$ cat config.mk
export PLATFORM = sky130hd
export DESIGN_NAME = shift_rx8
export DESIGN_NICKNAME = d
export VERILOG_FILES = /design/src/rtl/shift_rx8.sv
export SDC_FILE = /design/constraint.sdc
export NUM_CORES = 1
export LEC_CHECK = 0
export ABC_CLOCK_PERIOD_IN_PS = 2800
export CAP_MARGIN = 30
export CORE_UTILIZATION = 55
export DETAILED_ROUTE_END_ITERATION = 12
export MAX_ROUTING_LAYER = met4
export PLACE_DENSITY = 0.86
export SYNTH_ARGS = -nofsm -noshare
export SYNTH_HDL_FRONTEND = slang
export SYNTH_SLANG_ARGS = --single-unit
$ cat constraint.sdc
create_clock -name Clk -period 2.8 [get_ports Clk]
set_clock_uncertainty 0.1 [all_clocks]
set_input_delay 0.56 -clock Clk [delete_from_list [all_inputs] [get_ports Clk]]
set_output_delay 0.56 -clock Clk [all_outputs]
set_load 0.005 [all_outputs]
$ cat src/rtl/shift_rx8.sv
// ============================================================================
// Module      : shift_rx8
// Description : Serial-in, parallel-out byte receiver (MSB first) with a
//               valid/ack handshake, overrun flag and inactivity timeout.
//               Define SHIFT_RX8_PARITY_EN to add an odd-parity bit per frame.
// Revision    : 1.0 - initial release
// ============================================================================
`default_nettype none

module shift_rx8 #(
    parameter int TIMEOUT_CYCLES = 255
) (
    input  logic       Clk,
    input  logic       Reset,
    input  logic       Start,
    input  logic       Shift_Enable,
    input  logic       Data_In,
    input  logic       Ack,
    output logic [7:0] Data_Out,
    output logic       Valid,
    output logic       Busy,
    output logic       Overrun,
    output logic       Timeout,
    output logic       Parity_Err
);

    localparam int C_CW = (TIMEOUT_CYCLES > 0) ? $clog2(TIMEOUT_CYCLES + 1) : 1;
    localparam bit C_TO_EN = (TIMEOUT_CYCLES > 0);
    localparam logic [C_CW-1:0] C_TLIM = C_CW'((TIMEOUT_CYCLES > 0) ? TIMEOUT_CYCLES - 1 : 0);

    typedef enum logic [1:0] {
        ST_IDLE   = 2'd0,
`ifdef SHIFT_RX8_PARITY_EN
        ST_PARITY = 2'd2,
`endif
        ST_RECV   = 2'd1
    } state_t;

    state_t          r_state;
    state_t          w_state_next;
    logic [7:0]      r_shreg;
    logic [2:0]      r_cnt;
    logic [C_CW-1:0] r_tcnt;
    logic [7:0]      r_data;
    logic            r_valid;
    logic            r_overrun;
    logic            r_timeout;
    logic            r_parity_err;

    logic [7:0]      w_shift;
    logic            w_active;
    logic            w_sample;
    logic            w_to_hit;
    logic            w_commit;
    logic [7:0]      w_commit_byte;
    logic            w_commit_perr;

    assign w_shift  = {r_shreg[6:0], Data_In};
    assign w_active = (r_state != ST_IDLE);
    // Start always wins: it discards both a coincident bit and a timeout.
    assign w_sample = w_active && Shift_Enable && !Start;
    assign w_to_hit = C_TO_EN && w_active && !Shift_Enable && !Start && (r_tcnt == C_TLIM);

    always_comb begin
        w_state_next  = r_state;
        w_commit      = 1'b0;
        w_commit_byte = w_shift;
        w_commit_perr = 1'b0;
        case (r_state)
            ST_IDLE: begin
                if (Start) w_state_next = ST_RECV;
            end
            ST_RECV: begin
                if (Start) begin
                    w_state_next = ST_RECV;
                end else if (w_sample && (r_cnt == 3'd7)) begin
`ifdef SHIFT_RX8_PARITY_EN
                    w_state_next = ST_PARITY;
`else
                    w_state_next = ST_IDLE;
                    w_commit     = 1'b1;
`endif
                end else if (w_to_hit) begin
                    w_state_next = ST_IDLE;
                end
            end
`ifdef SHIFT_RX8_PARITY_EN
            ST_PARITY: begin
                w_commit_byte = r_shreg;
                w_commit_perr = ~(^r_shreg ^ Data_In);
                if (Start) begin
                    w_state_next = ST_RECV;
                end else if (w_sample) begin
                    w_state_next = ST_IDLE;
                    w_commit     = 1'b1;
                end else if (w_to_hit) begin
                    w_state_next = ST_IDLE;
                end
            end
`endif
            default: w_state_next = ST_IDLE;
        endcase
    end

    always_ff @(posedge Clk or posedge Reset) begin
        if (Reset) r_state <= ST_IDLE;
        else       r_state <= w_state_next;
    end

    // Frame-building registers: shift register, bit count, idle counter.
    always_ff @(posedge Clk or posedge Reset) begin
        if (Reset) begin
            r_shreg <= 8'h00;
            r_cnt   <= 3'd0;
            r_tcnt  <= '0;
        end else if (Start || w_to_hit) begin
            r_shreg <= 8'h00;
            r_cnt   <= 3'd0;
            r_tcnt  <= '0;
        end else if (w_sample) begin
            r_tcnt <= '0;
            if (r_state == ST_RECV) begin
                r_shreg <= w_shift;
                r_cnt   <= r_cnt + 3'd1;
            end
        end else if (w_active && C_TO_EN) begin
            r_tcnt <= r_tcnt + C_CW'(1);
        end
    end

    // Output side: committed byte, handshake and status flags.
    always_ff @(posedge Clk or posedge Reset) begin
        if (Reset) begin
            r_data       <= 8'h00;
            r_valid      <= 1'b0;
            r_overrun    <= 1'b0;
            r_timeout    <= 1'b0;
            r_parity_err <= 1'b0;
        end else begin
            r_timeout <= w_to_hit;
            if (Ack && r_valid) begin
                r_valid   <= 1'b0;
                r_overrun <= 1'b0;
            end
            if (w_commit) begin
                r_data       <= w_commit_byte;
                r_parity_err <= w_commit_perr;
                r_valid      <= 1'b1;
                if (r_valid && !Ack) r_overrun <= 1'b1;
            end
        end
    end

    assign Data_Out = r_data;
    assign Valid    = r_valid;
    assign Busy     = w_active;
    assign Overrun  = r_overrun;
    assign Timeout  = r_timeout;
`ifdef SHIFT_RX8_PARITY_EN
    assign Parity_Err = r_parity_err;
`else
    assign Parity_Err = 1'b0;
`endif

endmodule

`default_nettype wire

==> run metrics, run 1 <==
outcome=finished, final reports clean; total chip power=0.000740 W; antenna violations before repair=0; Mapped Cells=121; Leak=0.752 nW; most frequent cells in the layout=dfrtp_1 (30), nand2_1 (20), clkdlybuf4s50_1 (17); Crit Path Max Fanout=12; Clock Latency Late Sink=0.33 ns; Most used DFF post-synth=dfrtp_1; combinational share of power=0.064; hpwl dp=1.65 mm; Crit-path slowest cell=clkdlybuf4s50_1; core footprint=2280 sq um; CP max stage delay=0.57 ns; CP bufs+invs=1; critical path endpoint category=output port; R2R Setup Slk=1.11 ns; CP Launch Type=flop; class of the most critical hold timing path=reg -> reg; PnR worst setup slack=0.689 ns; Reg2Reg Depth=5; first-pass GRT wire length=4.08 mm; Syn Area/Cell=11.3 sq um; initial drt markers=19; Die Ht=51.9 um; Syn Std Cell Area=1370 sq um; Max-Cap Viols=0; vias=965; P_sw=0.000170 W; drt total wl=2.39 mm; Final Hold Slack=0.397 ns; Starting Density=0.603; hold_buf cts=0; Synth cell types=28; clock sinks=30; switch share=0.229; dpl ws=0.541 ns; Worst Path Required=2.14 ns; Synth Warn #=0; DIE WIDTH=51.9 um; IO Pins=19; Reg clk slew, reported paths=0.09 ns; RSZ-0062 raised after global routing=false; maximum vdd ir drop=0.426 mV; die area=2700 sq um; vias in the first global route=896; largest net degree at the start of global routing=31; number of setup buffers added after CTS=0; Reg2Reg Capture Point=r_state[0]; gp weighted congestion=0.790; fin crit share=0.754; Area Growth Syn to Fin=17.5%; root buffer cell=clkbuf_4; Final min period=2.11 ns; cell area power density=459 nW/um^2; Worst Path Arrival=1.45 ns; TritonCTS clock tree=yes; Setup Crit Path Kind=reg -> out; hold path startpoint=Valid; Worst R2R Start=r_tcnt[0]; Async SR Flop Fraction=1.00; grt total ovfl=0; flip-flop and latch count after synthesis=30; DRC=0; final hold violations=0; Power Internal=0.000570 W; Seq pwr share=0.599; Final Max Tran Viols=0; Seq/Total Area, Yosys=0.547; post-CTS sizing=0; IO buf count=17; layout cell share with drive strength beyond 1=0.148; Clock Tree Buf Depth=2; ANT nets after route=0; WL/cell=14.1 um; Post-synth EDFFs=0; setup TNS=0 ns; # diodes=0; hold path cells=1; Net Count, Synth=131; crit-path cells=clkdlybuf4s50_1; Clock Power Share=0.336; Row Count=17; Final Net Count=153; commonest non-fill, non-tap cell in the layout=dfrtp_1; Total Routing Usage GR=0.225; Crit path max-delay family=buffers and inverters; Max Fclk=474 MHz; iteration count of the initial detailed-routing pass=4; # setup viols final=0; drt via density=5.68; H-tree depth=2; number of buffers created by CTS=5
==> cell usage after synthesis (2+ instances only) <==
cell type	count	area (sq um)
nand2_1	20	75.1
o21ai_0	6	30.0
buf_4	2	15.0
nor2_1	7	26.3
xnor2_1	2	17.5
ha_1	4	50.1
o2111ai_1	2	17.5
xor2_1	3	26.3
or3_1	4	25.0
dfrtp_1	30	751
inv_1	5	18.8
a21oi_1	13	65.1
mux2_2	8	90.1
==> cell families after synthesis <==
logic type,count (synthesis),share of synthesized area
mux,8,0.0657
simple gates,37,0.139
flops,30,0.547
fa+ha+maj,4,0.0365
compound gates,27,0.141
xor+xnor,5,0.0319
other cells,1,0.00273
buf+inv,9,0.0365
==> through the flow <==
step	std cells	cell area (sq um)	utilization
6_report	170	1610	0.708
5_1_grt	170	1610	0.708
4_1_cts	170	1610	0.708
3_5_place_dp	164	1560	0.686
3_3_place_gp	164	1560	0.686
2_1_floorplan	121	1370	-
==> routing by layer <==
| layer | track usage | up-vias | wire (um) | part of all wire |
|---|---|---|---|---|
| li1 | - | 463 | - | - |
| met1 | 0.275 | 463 | 1060 | 0.44 |
| met2 | 0.331 | 34 | 1130 | 0.47 |
| met3 | 0.0702 | 5 | 141 | 0.059 |
| met4 | 0.122 | 0 | 59 | 0.025 |
| met5 | - | - | 0 | 0 |
==> sequential cells by signal, indices dropped and copies added (netlist names), named ones only <==
| register | cells |
|---|---|
| Valid | 1 |
| r_tcnt | 8 |
| r_shreg | 7 |
| r_state | 1 |
| Timeout | 1 |
| Data_Out | 8 |
| r_cnt | 3 |
==> power groups by stage <==
| stage | Sequential (W) | Combinational, W | Clock [W] |
|---|---|---|---|
| final | 0.000443 | 0.0000475 | 0.000249 |
| after global routing | 0.000444 | 0.0000543 | 0.000272 |
| after CTS | 0.000443 | 0.0000486 | 0.000256 |
| after detailed placement | 0.000452 | 0.0000484 | 0 |
| after global placement | 0.000452 | 0.0000465 | 0 |
| after floorplan | 0.000451 | 0.0000337 | 0 |
==> worst max path at each step <==
stage	start	endpoint	slack (ns)	cells past startpoint
after floorplan	Start	r_state[0]	1.11	4
after global placement	Start	Data_Out[6]	0.59	4
after CTS	r_state[0]	Busy	0.68	1
after global routing	r_state[0]	Busy	0.62	1
after detailed placement	Start	r_cnt[0]	0.54	4
final	r_state[0]	Busy	0.69	1
==> area by class of cell <==
type | instances | area, sq um
timing repair buffer | 19 | 185
multi-input combinational | 82 | 571
clock buffer | 6 | 51.3
sequential | 30 | 751
tap | 28 | 35.0
fill | 165 | 664
inverter | 5 | 18.8
(Power assumes the default switching activity.)
==> run 2, diff against run 1 <==
==> config.mk (replaced) <==
export PLATFORM = sky130hd
export DESIGN_NAME = shift_rx8
export DESIGN_NICKNAME = d
export VERILOG_FILES = /design/src/rtl/shift_rx8.sv
export SDC_FILE = /design/constraint.sdc
export NUM_CORES = 1
export LEC_CHECK = 0
export ABC_CLOCK_PERIOD_IN_PS = 2100
export CAP_MARGIN = 30
export CORE_UTILIZATION = 53
export DETAILED_ROUTE_END_ITERATION = 12
export MAX_ROUTING_LAYER = met4
export PLACE_DENSITY = 0.84
export SYNTH_ARGS = -nofsm -noshare
export SYNTH_HDL_FRONTEND = slang
export SYNTH_SLANG_ARGS = --single-unit
==> constraint.sdc (replaced) <==
create_clock -name Clk -period 2.1 [get_ports Clk]
set_clock_uncertainty 0.1 [all_clocks]
set_input_delay 0.42 -clock Clk [delete_from_list [all_inputs] [get_ports Clk]]
set_output_delay 0.42 -clock Clk [all_outputs]
set_load 0.005 [all_outputs]
==> run metrics, run 2 (same netlist as run 1, synthesis figures left out) <==
Die Ht=52.9 um (+1.8%); hpwl dp=1.70 mm (+3.2%); number of setup buffers added after CTS=0 (unchanged); Leak=0.762 nW (+1.3%); initial drt markers=22 (+3); RSZ-0062 raised after global routing=false; drt total wl=2.39 mm (about the same); post-placement cell count=167 (+1.8%); antenna violations before repair=0 (unchanged); Worst Path Arrival=1.47 ns (+0.02 ns); H-tree depth=2 (unchanged); IO buf count=17 (unchanged); vias in the first global route=967 (+7.9%); crit-path cells=clkdlybuf4s50_1; total chip power=0.00101 W (+37%); Reg clk slew, reported paths=0.09 ns (about the same); Starting Density=0.559 (-0.0439); ANT nets after route=0 (unchanged); Clock Tree Buf Depth=2 (unchanged); post-CTS sizing=0 (unchanged); Max-Cap Viols=0 (unchanged); IO Pins=19 (unchanged); Crit-path slowest cell=dfrtp_1; DRC=0 (unchanged); TritonCTS clock tree=yes; clock sinks=30 (unchanged); class of the most critical hold timing path=in -> async; commonest non-fill, non-tap cell in the layout=dfrtp_1; Layout Cells excl Fill=175 (+2.9%); R2R Setup Slk=0.43 ns (-0.68 ns); Final Net Count=154 (+0.65%); Crit Path Max Fanout=12 (unchanged); # setup viols final=0 (unchanged); gp weighted congestion=0.776 (-1.7%); maximum vdd ir drop=0.494 mV (+16%); CP max stage delay=0.57 ns (about the same); Area Growth Syn to Fin=18.9%; number of buffers created by CTS=5 (unchanged); largest net degree at the start of global routing=31 (unchanged); # diodes=0 (unchanged); Layout fillers=186 (+13%); grt total ovfl=0 (unchanged); Clock Latency Late Sink=0.33 ns (about the same); Final min period=1.99 ns; drt via density=5.55 (-2.2%); CP bufs+invs=1 (unchanged); most frequent cells in the layout=dfrtp_1 (30), nand2_1 (20), clkdlybuf4s50_1 (17); sequential cell area=751 sq um (unchanged); final hold violations=0 (unchanged); Crit path max-delay family=flip-flops; Worst Path Required=1.58 ns (-0.56 ns); Max Fclk=502 MHz; critical path endpoint category=output port; multi-input logic area=571 sq um (unchanged); iteration count of the initial detailed-routing pass=5 (+1); hold_buf cts=0 (unchanged); setup TNS=0 ns (unchanged); DIE WIDTH=52.9 um (+1.8%); Total Routing Usage GR=0.226 (+0.00134); Setup Crit Path Kind=reg -> out; fin crit share=0.949; core footprint=2450 sq um (+7.9%); Final Max Tran Viols=0 (unchanged); Row Count=18 (+1); WL/cell=13.7 um (-2.9%); CP Launch Type=flop; die area=2790 sq um (+3.6%); vias=972 (+0.73%); outcome=finished, final reports clean; Final Hold Slack=0.349 ns (-0.0473 ns); layout cell share with drive strength beyond 1=0.159 (+0.0107); root buffer cell=clkbuf_4; first-pass GRT wire length=4.21 mm (+3.1%); cell area power density=623 nW/um^2 (+36%)
[run 2: cell types whose count changed in the layout (fill, tap and decap cells not counted)]
cell      before  now
buf_4          2    3
clkbuf_1       0    1
clkinv_2       0    1
[run 2: power by group]
part	internal (W)	switching (W)
registers	0.000585	0.00000648
logic	0.0000259	0.0000393
clock network	0.000162	0.000196
total	0.000773	0.000242
[run 2: layout make-up]
cell class / count / share of cell area
Sequential cell: 30 / 0.460
Inverter: 5 / 0.0115
Multi-Input combinational cell: 82 / 0.350
Clock inverter: 1 / 0.00307
Clock buffer: 7 / 0.0338
Timing Repair Buffer: 20 / 0.118
Tap cell: 30 / 0.0230
[run 2: worst paths after layout]
check / from / to / cells past startpoint
worst min register to register: Data_Out[7] / Data_Out[7] / 1
min in group Clk: Data_Out[7] / Data_Out[7] / 1
worst max-delay path: r_state[0] / Busy / 1
worst min-delay path: Reset / Data_Out[1] / 3
worst max register to register: r_tcnt[0] / r_shreg[0] / 5
max in group asynchronous: Reset / r_tcnt[0] / 3
[run 2: routing by layer]
metal | up-vias | global-route usage | wire, um
met5 | - | - | 0
met4 | 0 | 0.145 | 20
met3 | 3 | 0.0833 | 111
met2 | 23 | 0.350 | 1190
met1 | 480 | 0.244 | 1070
li1 | 466 | - | -
[run 2: per-stage QoR]
stage / instance area, sq um / setup WS (ns) / util
after floorplan: 1370 / 0.543 / -
after global placement: 1570 / 0.153 / 0.640
after detailed placement: 1570 / 0.102 / 0.640
after CTS: 1630 / 0.0930 / 0.664
after global routing: 1630 / 0.0196 / 0.664
final: 1630 / 0.107 / 0.664
